$ cat config.mk
export PLATFORM = sky130hd
export DESIGN_NAME = skew_feeder
export DESIGN_NICKNAME = d
export VERILOG_FILES = /design/src/rtl/skew_feeder.sv
export SDC_FILE = /design/constraint.sdc
export NUM_CORES = 1
export LEC_CHECK = 0
export BUFFER_PORTS_ARGS = -buffer_cell sky130_fd_sc_hd__buf_2
export CAP_MARGIN = 20
export CORE_ASPECT_RATIO = 0.5
export CORE_MARGIN = 5
export CORE_UTILIZATION = 50
export DETAILED_ROUTE_END_ITERATION = 10
export PLACE_DENSITY = 0.77
export SYNTH_ARGS = -nofsm -noshare
export SYNTH_HDL_FRONTEND = slang
export SYNTH_SLANG_ARGS = --single-unit
$ cat constraint.sdc
create_clock -name clk -period 3.1 [get_ports clk]
set_input_delay 0.93 -clock clk [delete_from_list [all_inputs] [get_ports clk]]
set_output_delay 0.93 -clock clk [all_outputs]
set_load 0.01 [all_outputs]
$ cat src/rtl/skew_feeder.sv
// skew_feeder: buffers one NxN matrix from a row-major word stream and replays
// it into N lanes with a diagonal skew (lane j delayed j cycles) for the LU array.
module skew_feeder #(
    parameter int SZ = 8,
    parameter int N  = 4
) (
    input  logic            clk,
    input  logic            rst_n,
    input  logic [SZ-1:0]   in_data,
    input  logic            in_valid,
    output logic            in_ready,
    input  logic            start,
    output logic            busy,
    output logic            done,
    output logic [N*SZ-1:0] x_out,
    output logic [N-1:0]    x_vld
);
    localparam int NN = N * N;
    localparam int AW = $clog2(NN);
    localparam int CW = $clog2(NN + 1);
    localparam int TW = $clog2(2 * N);
    localparam logic [CW-1:0] LAST_WORD = CW'(NN - 1);
    localparam logic [TW-1:0] LAST_BEAT = TW'(2 * N - 2);

    typedef enum logic [1:0] {LOAD, FULL, STREAM} state_t;

    state_t          r_state, w_stateNext;
    logic [CW-1:0]   r_cnt, w_cntNext;
    logic [TW-1:0]   r_t, w_tNext;
    logic            r_inReady, w_inReadyNext;
    logic            r_busy, w_busyNext;
    logic            r_done, w_doneNext;
    logic [N*SZ-1:0] r_x, w_xNext;
    logic [N-1:0]    r_vld, w_vldNext;
    logic            w_accept;
    logic [TW-1:0]   w_beat;
    logic [N*SZ-1:0] w_laneData;
    logic [N-1:0]    w_laneVld;
    logic [SZ-1:0]   r_mem [NN];

    assign w_accept = (r_state == LOAD) && in_valid && r_inReady;

    // Beat whose values get registered at the coming edge: 0 on the start edge
    assign w_beat = (r_state == STREAM) ? r_t + 1'b1 : '0;

    for (genvar j = 0; j < N; j++) begin : g_lane
        logic [TW-1:0] w_row;
        assign w_row = w_beat - TW'(j);
        assign w_laneVld[j] = (w_beat >= TW'(j)) && (w_row <= TW'(N - 1));
        assign w_laneData[j*SZ +: SZ] = w_laneVld[j] ? r_mem[AW'(w_row * N + j)] : '0;
    end

    always_comb begin
        w_stateNext   = r_state;
        w_cntNext     = r_cnt;
        w_tNext       = r_t;
        w_inReadyNext = 1'b0;
        w_busyNext    = 1'b0;
        w_doneNext    = 1'b0;
        w_xNext       = '0;
        w_vldNext     = '0;
        unique case (r_state)
            LOAD: begin
                w_inReadyNext = 1'b1;
                if (w_accept) begin
                    if (r_cnt == LAST_WORD) begin
                        w_stateNext   = FULL;
                        w_cntNext     = '0;
                        w_inReadyNext = 1'b0;
                    end else begin
                        w_cntNext = r_cnt + 1'b1;
                    end
                end
            end
            FULL: begin
                if (start) begin
                    w_stateNext = STREAM;
                    w_tNext     = '0;
                    w_busyNext  = 1'b1;
                    w_xNext     = w_laneData;
                    w_vldNext   = w_laneVld;
                end
            end
            STREAM: begin
                if (r_t == LAST_BEAT) begin
                    w_stateNext   = LOAD;
                    w_tNext       = '0;
                    w_doneNext    = 1'b1;
                    w_inReadyNext = 1'b1;
                end else begin
                    w_tNext    = w_beat;
                    w_busyNext = 1'b1;
                    w_xNext    = w_laneData;
                    w_vldNext  = w_laneVld;
                end
            end
            default: w_stateNext = LOAD;
        endcase
    end

    always_ff @(posedge clk) begin
        if (!rst_n) begin
            r_state   <= LOAD;
            r_cnt     <= '0;
            r_t       <= '0;
            r_inReady <= 1'b0;
            r_busy    <= 1'b0;
            r_done    <= 1'b0;
            r_x       <= '0;
            r_vld     <= '0;
        end else begin
            r_state   <= w_stateNext;
            r_cnt     <= w_cntNext;
            r_t       <= w_tNext;
            r_inReady <= w_inReadyNext;
            r_busy    <= w_busyNext;
            r_done    <= w_doneNext;
            r_x       <= w_xNext;
            r_vld     <= w_vldNext;
        end
    end

    // Matrix storage survives reset; only the handshake state is cleared
    always_ff @(posedge clk) begin
        if (w_accept) begin
            r_mem[r_cnt[AW-1:0]] <= in_data;
        end
    end

    assign in_ready = r_inReady;
    assign busy     = r_busy;
    assign done     = r_done;
    assign x_out    = r_x;
    assign x_vld    = r_vld;
endmodule

; Word-level counts from Yosys, hierarchy flattened
; Memory sizes are Yosys's and may differ from the RTL's.
; Cells that the tools add are included.
[classes]
add_sub_neg = 8
n_lt_le_gt_ge = 8
eq_ne = 8
muxes = 29
reduce_logical = 12
[op_table]
columns = operator, n
row1 = $mux 32, 2
row2 = $pmux 32 s2, 1
row3 = $mux 8, 4
row4 = $le 3x2->1 const B, 4
row5 = $mux 3, 3
row6 = $add 4x2->4 const B, 2
row7 = $mux 2, 4
row8 = $mux 4, 2
row9 = $pmux 4 s2, 1
row10 = $mux 1, 7
row11 = $ge 3x1->1 const B, 2
row12 = $ge 3x2->1 const B, 2
row13 = $logic_and 1x1->1, 6
row14 = $pmux 2 s3, 1
row15 = $pmux 3 s2, 1
row16 = $reduce_and 2->1, 3
row17 = $sub 3x2->3 const B, 2
row18 = $add 5x1->5 const B, 1
row19 = $eq 5x4->1 const B, 1
row20 = $mux 5, 1
row21 = $add 4x1->4 const B, 1
row22 = $ne 2x1->1 const B, 2
row23 = $ne 2x2->1 const B, 2
row24 = $pmux 1 s2, 2
row25 = other kinds (8), 8
[totals]
regBits = 49
ramBits = 128
input_bits = 12
output_inout_bits = 39
wordCells = 74
memories = 1
[mem_list]
columns = memory, words, width, rd, rd_clocked_by_memory_dff, wr, line
row1 = r_mem, 16, 8, 4, 0, 1, 39  ; logic [SZ-1:0] r_mem [NN];

; Depth between registers and ports, before layout
[depth]
ltp_word = 8
depth_mapped = 11
mapped_depth_nobuf = 9

; Worst setup path after synthesis
; Ideal clock, no wire load.
[synth_path]
path_kind = reg2reg
startpoint = register r_t[0]
endpoint = register r_x[11] (netlist: x_out[11])
setup_time_ps = 115
arrival_ps = 2320
required_ps = 2985
setup_slack_ps = 665
stages_incl_launch_ff = 10
path_buffers = 3
period_less_slack_ps = 2435
path_cell_list = dfxtp_1 -> buf_4 -> inv_1 -> ha_1 -> nand2b_1 -> clkbuf_1 -> ha_1 -> buf_1 -> mux4_2 -> and3_1
[synth_between]
elab_chain_len = 8
word_cells_on_any_way = 13
cone_classes = add/sub: 3 / order compare: 2 / eq/ne: 1 / mux: 5 / reduce/logical: 1 / memory: 1
[synth_rtl]
columns = element, line
row1 = from (decl), 29  ; logic [TW-1:0] r_t, w_tNext;
row2 = from (signal assigned), 114  ; r_t <= w_tNext;
row3 = $add 3x1->3, 44  ; assign w_beat = (r_state == STREAM) ? r_t + 1'b1 : '0;
row4 = $mux 3, 44
row5 = $sub 3x1->3, 48  ; assign w_row = w_beat - TW'(j);
row6 = $add 4x1->4 / $le 3x2->1 (equally long branches), "50, 49"
row7 = $mem_v2 16x8 / $logic_and 1x1->1 (equally long branches), --
row8 = $mux 8, 50  ; assign w_laneData[j*SZ +: SZ] = w_laneVld[j] ? r_mem[AW'(w_row * N + j)] : '0;
row9 = "$mux 32, on equally long branches", "85, 76"
row10 = $pmux 32 s2 *, 62  ; unique case (r_state)
row11 = to (signal assigned), 118  ; r_x <= w_xNext;
row12 = to (decl), 33  ; logic [N*SZ-1:0] r_x, w_xNext;
; Every way passes the cells marked *; elsewhere a longest branch is shown, timed or not.
; A chain may end at the register's enable or synchronous reset.

; Final worst setup path
[layout_path]
startpoint = register r_t[0]
endpoint = register r_x[21] (netlist: x_out[21])
[layout_between]
elab_chain_len = 8
word_cells_on_any_way = 13
cone_classes = add/sub: 3 / order compare: 2 / eq/ne: 1 / mux: 5 / reduce/logical: 1 / memory: 1
[layout_rtl]
columns = element, line
row1 = $add 3x1->3, 44
row2 = $mux 3, 44
row3 = $sub 3x2->3, 48
row4 = $add 4x2->4 / $le 3x2->1 (equally long branches), "50, 49"
row5 = $mem_v2 16x8 / $logic_and 1x1->1 (equally long branches), --
row6 = $mux 8, 50
row7 = "$mux 32, on equally long branches", "85, 76"
row8 = $pmux 32 s2 *, 62
; Marked as above.

==> impl_metrics.json <==
{
  "power.leakage_nw": 2.862,
  "io_pins": 51,
  "maxSlewHeadroom_pct": 39.87,
  "yosys-top-cells-count": "edfxtp_1 (128), dfxtp_1 (49), nor2_1 (39)",
  "ant_nets": 0,
  "outcome": "complete, no violations",
  "clk_pin_slew_ns": 0.06,
  "synth_area_um2": 6633,
  "synthTopCellsByArea": "edfxtp_1 (58%), dfxtp_1 (15%), ha_1 (2.8%)",
  "synth.distinct_cells": 52,
  "fmax_mhz": 397.6,
  "grt_max_degree": 30,
  "synth_most_common_cell": "edfxtp_1",
  "first_pass_iters": 6,
  "fin_tns_setup_ns": 0,
  "hold_violations": 0,
  "critPathArrivalTime_ns": 2.87,
  "grt_pass1_wl_mm": 21.81,
  "ctsHtreeMaxLevel": 4,
  "r2r_cells": 7,
  "maxCapViolations": 0,
  "cts_setup_buffers": 0,
  "grt.total_usage_pct": 18.21,
  "synth_compound_area_share_pct": 8.074,
  "die_w_um": 172.9,
  "ff2ff_setup_slack_ns": 0.58,
  "powerDensity_nw_per_um2": 620.9,
  "insertion_delay_ns": 0.42,
  "ir_drop_mv": 0.3732,
  "gp_congestion": 0.8106,
  "grt-busiest-layer": "met2",
  "clkSinkCount": 177,
  "drive_gt1_share_pct": 22.80,
  "period_minus_slack_ns": 2.515,
  "synth_edf_count": 128,
  "wl_per_cell_um": 21.13,
  "yosys_warnings": 0,
  "yosysTopAreaCell": "edfxtp_1",
  "worstHoldEndpoint": "r_cnt[4]$_SDFFE_PN0P_",
  "yosys.area_share.xor_xnor_pct": 0.7734,
  "worstPathMaxFanout": 29,
  "ctsHoldBuffers": 0,
  "cts_root_buf": "clkbuf_16",
  "vias": 3830,
  "antenna_found_initial": 0,
  "synth-adder-area-share_pct": 2.830,
  "cts_resized": 0,
  "area_growth_pct": 15.60,
  "critPathCaptureType": "register",
  "r2r_end": "x_out[21]$_SDFF_PN0_",
  "cts_tree": "yes",
  "yosys.area.top_type_share_pct": 57.95,
  "rows": 29,
  "rr_startpoint": "r_t[0]$_SDFFE_PN0P_",
  "via_per_inst": 5.716,
  "fin_nets": 514,
  "place_ws_ns": 0.4744,
  "synth_top_family_by_area": "simple AND/OR/NAND/NOR gates",
  "use_met2_pct": 29.37,
  "syn_inst": 428,
  "drtIter0Drc": 423,
  "hold_path.class": "register to register",
  "seq_area_frac_synth_pct": 72.74,
  "finalClockSkew_ns": 0.005990,
  "dpl.hpwl_mm": 8.982,
  "min_from": "r_cnt[4]$_SDFFE_PN0P_",
  "cp_data_required_time_ns": 3.45,
  "die_area_um2": 15810,
  "final_util_pct": 59.86,
  "core_um2": 12810,
  "overflow": 0,
  "period_share_pct": 81.14,
  "grt_pass1_vias": 3915,
  "worstSetupStartpointType": "register",
  "ys_async_sr_fraction_pct": 0,
  "syn_nets": 455,
  "diodes": 0,
  "yosys.area_share.simple_pct": 8.244,
  "finalSetupViolCount": 0,
  "setup_ws_ns": 0.5846,
  "drc": 0,
  "synth.area.mux_share_pct": 4.792,
  "synth_area_per_cell_um2": 15.50,
  "start_util_pct": 51.78,
  "use_met3_pct": 4.564,
  "path_class": "register to register",
  "met1_usage_pct": 24.39,
  "drv_slew": 0,
  "worst_slew_pin_slew_ns": 0.8998,
  "wirelength_mm": 14.16,
  "hold_depth": 2,
  "dieHeight_um": 91.44,
  "rsz0062_at_grt": "false",
  "synth-seq-cells": 177,
  "cts_buffers": 17,
  "ys.flop_type": "edfxtp_1",
  "cts_buffer_depth": 2,
  "port_buffers": 50
}
==> state kept, by name, indices dropped and copies added (netlist names) <==
signal	count
x_vld	4
in_ready	1
r_cnt	5
done	1
x_out	32
r_mem	128
busy	1
r_state	2
r_t	3
==> where the power goes <==
part	total, W	switching (W)	internal, W	leakage (nW)
Clock	0.00215	0.000881	0.00126	0.282
Sequential	0.00255	0.00000554	0.00254	1.55
Combinational	0.0000654	0.0000492	0.0000162	1.03
==> through the flow <==
step	area (um^2)	instances	total power, W	hold slack (ns)
global route	7667	670	0.004883	0.4774
finish	7667	670	0.004761	0.4338
CTS	7667	670	0.004774	0.4353
floorplan	6633	428	0.002621	0.4053
detailed placement	7072	638	0.002667	0.4231
global placement	7072	638	0.002663	0.4155
==> worst max path at each step <==
| stage | startpoint | end | slack (ns) | cells past startpoint |
|---|---|---|---|---|
| 6_report | r_t[0]$_SDFFE_PN0P_ | x_out[21]$_SDFF_PN0_ | 0.58 | 7 |
| 5_1_grt | r_t[0]$_SDFFE_PN0P_ | x_out[21]$_SDFF_PN0_ | 0.42 | 7 |
| 3_5_place_dp | in_valid | r_mem[8][4]$_DFFE_PP_ | 0.47 | 4 |
| 4_1_cts | r_t[0]$_SDFFE_PN0P_ | x_out[21]$_SDFF_PN0_ | 0.61 | 7 |
| 2_1_floorplan | r_t[0]$_SDFFE_PN0P_ | x_out[11]$_SDFF_PN0_ | 0.66 | 9 |
| 3_3_place_gp | in_valid | r_mem[8][4]$_DFFE_PP_ | 0.54 | 4 |
==> placed cells by master (no fill, tap or decap), drive strengths merged, types with 2 or more instances in the layout <==
cell type / count
a211oi: 3
a21boi: 3
a21oi: 5
a222oi: 11
a22o: 11
a22oi: 10
and2: 4
and3: 10
buf: 63
bufinv: 3
clkbuf: 18
clkinv: 7
clkinvlp: 4
dfxtp: 49
edfxtp: 128
ha: 15
inv: 12
mux2: 3
mux2i: 10
mux4: 8
nand2: 17
nand2b: 6
nand3: 2
nand3b: 12
nand4: 2
nor2: 39
nor2b: 4
nor3: 4
o21ai: 12
o22ai: 6
or3: 4
xnor2: 2
xor2: 3
==> cell families after synthesis <==
group,Yosys count
AO/OA/AOI/OAI,69
multiplexers,21
adder cells (fa/ha/maj),15
buffers and inverters,35
AND/OR/NAND/NOR,106
XOR/XNOR,5
flip-flops,177
==> area by class of cell <==
class                      instances  area (um^2)
fill                             931         5141
sequential                       177         4825
multi-input combinational        216         1639
clock buffer                      18        429.2
timing repair buffer              63        347.8
tap                              170        212.7
clock inverter                    14        166.4
inverter                          12        47.55
==> layer usage <==
metal  vias to the layer above  part of all wire (%)
met2                       176                    48
met1                      1890                    43
met3                        21                   7.3
li1                       1743                     -
met5                         -                     0
met4                         0                   1.7
==> critical path, stage by stage, from the launching register on <==
cell	delay, ns
dfxtp_1	0.38
inv_1	0.11
ha_1	0.30
buf_4	0.34
nor2b_1	0.74
a22o_1	0.32
a222oi_1	0.09
nor2_1	0.16
Note: power is estimated with default switching activity, not from simulation.
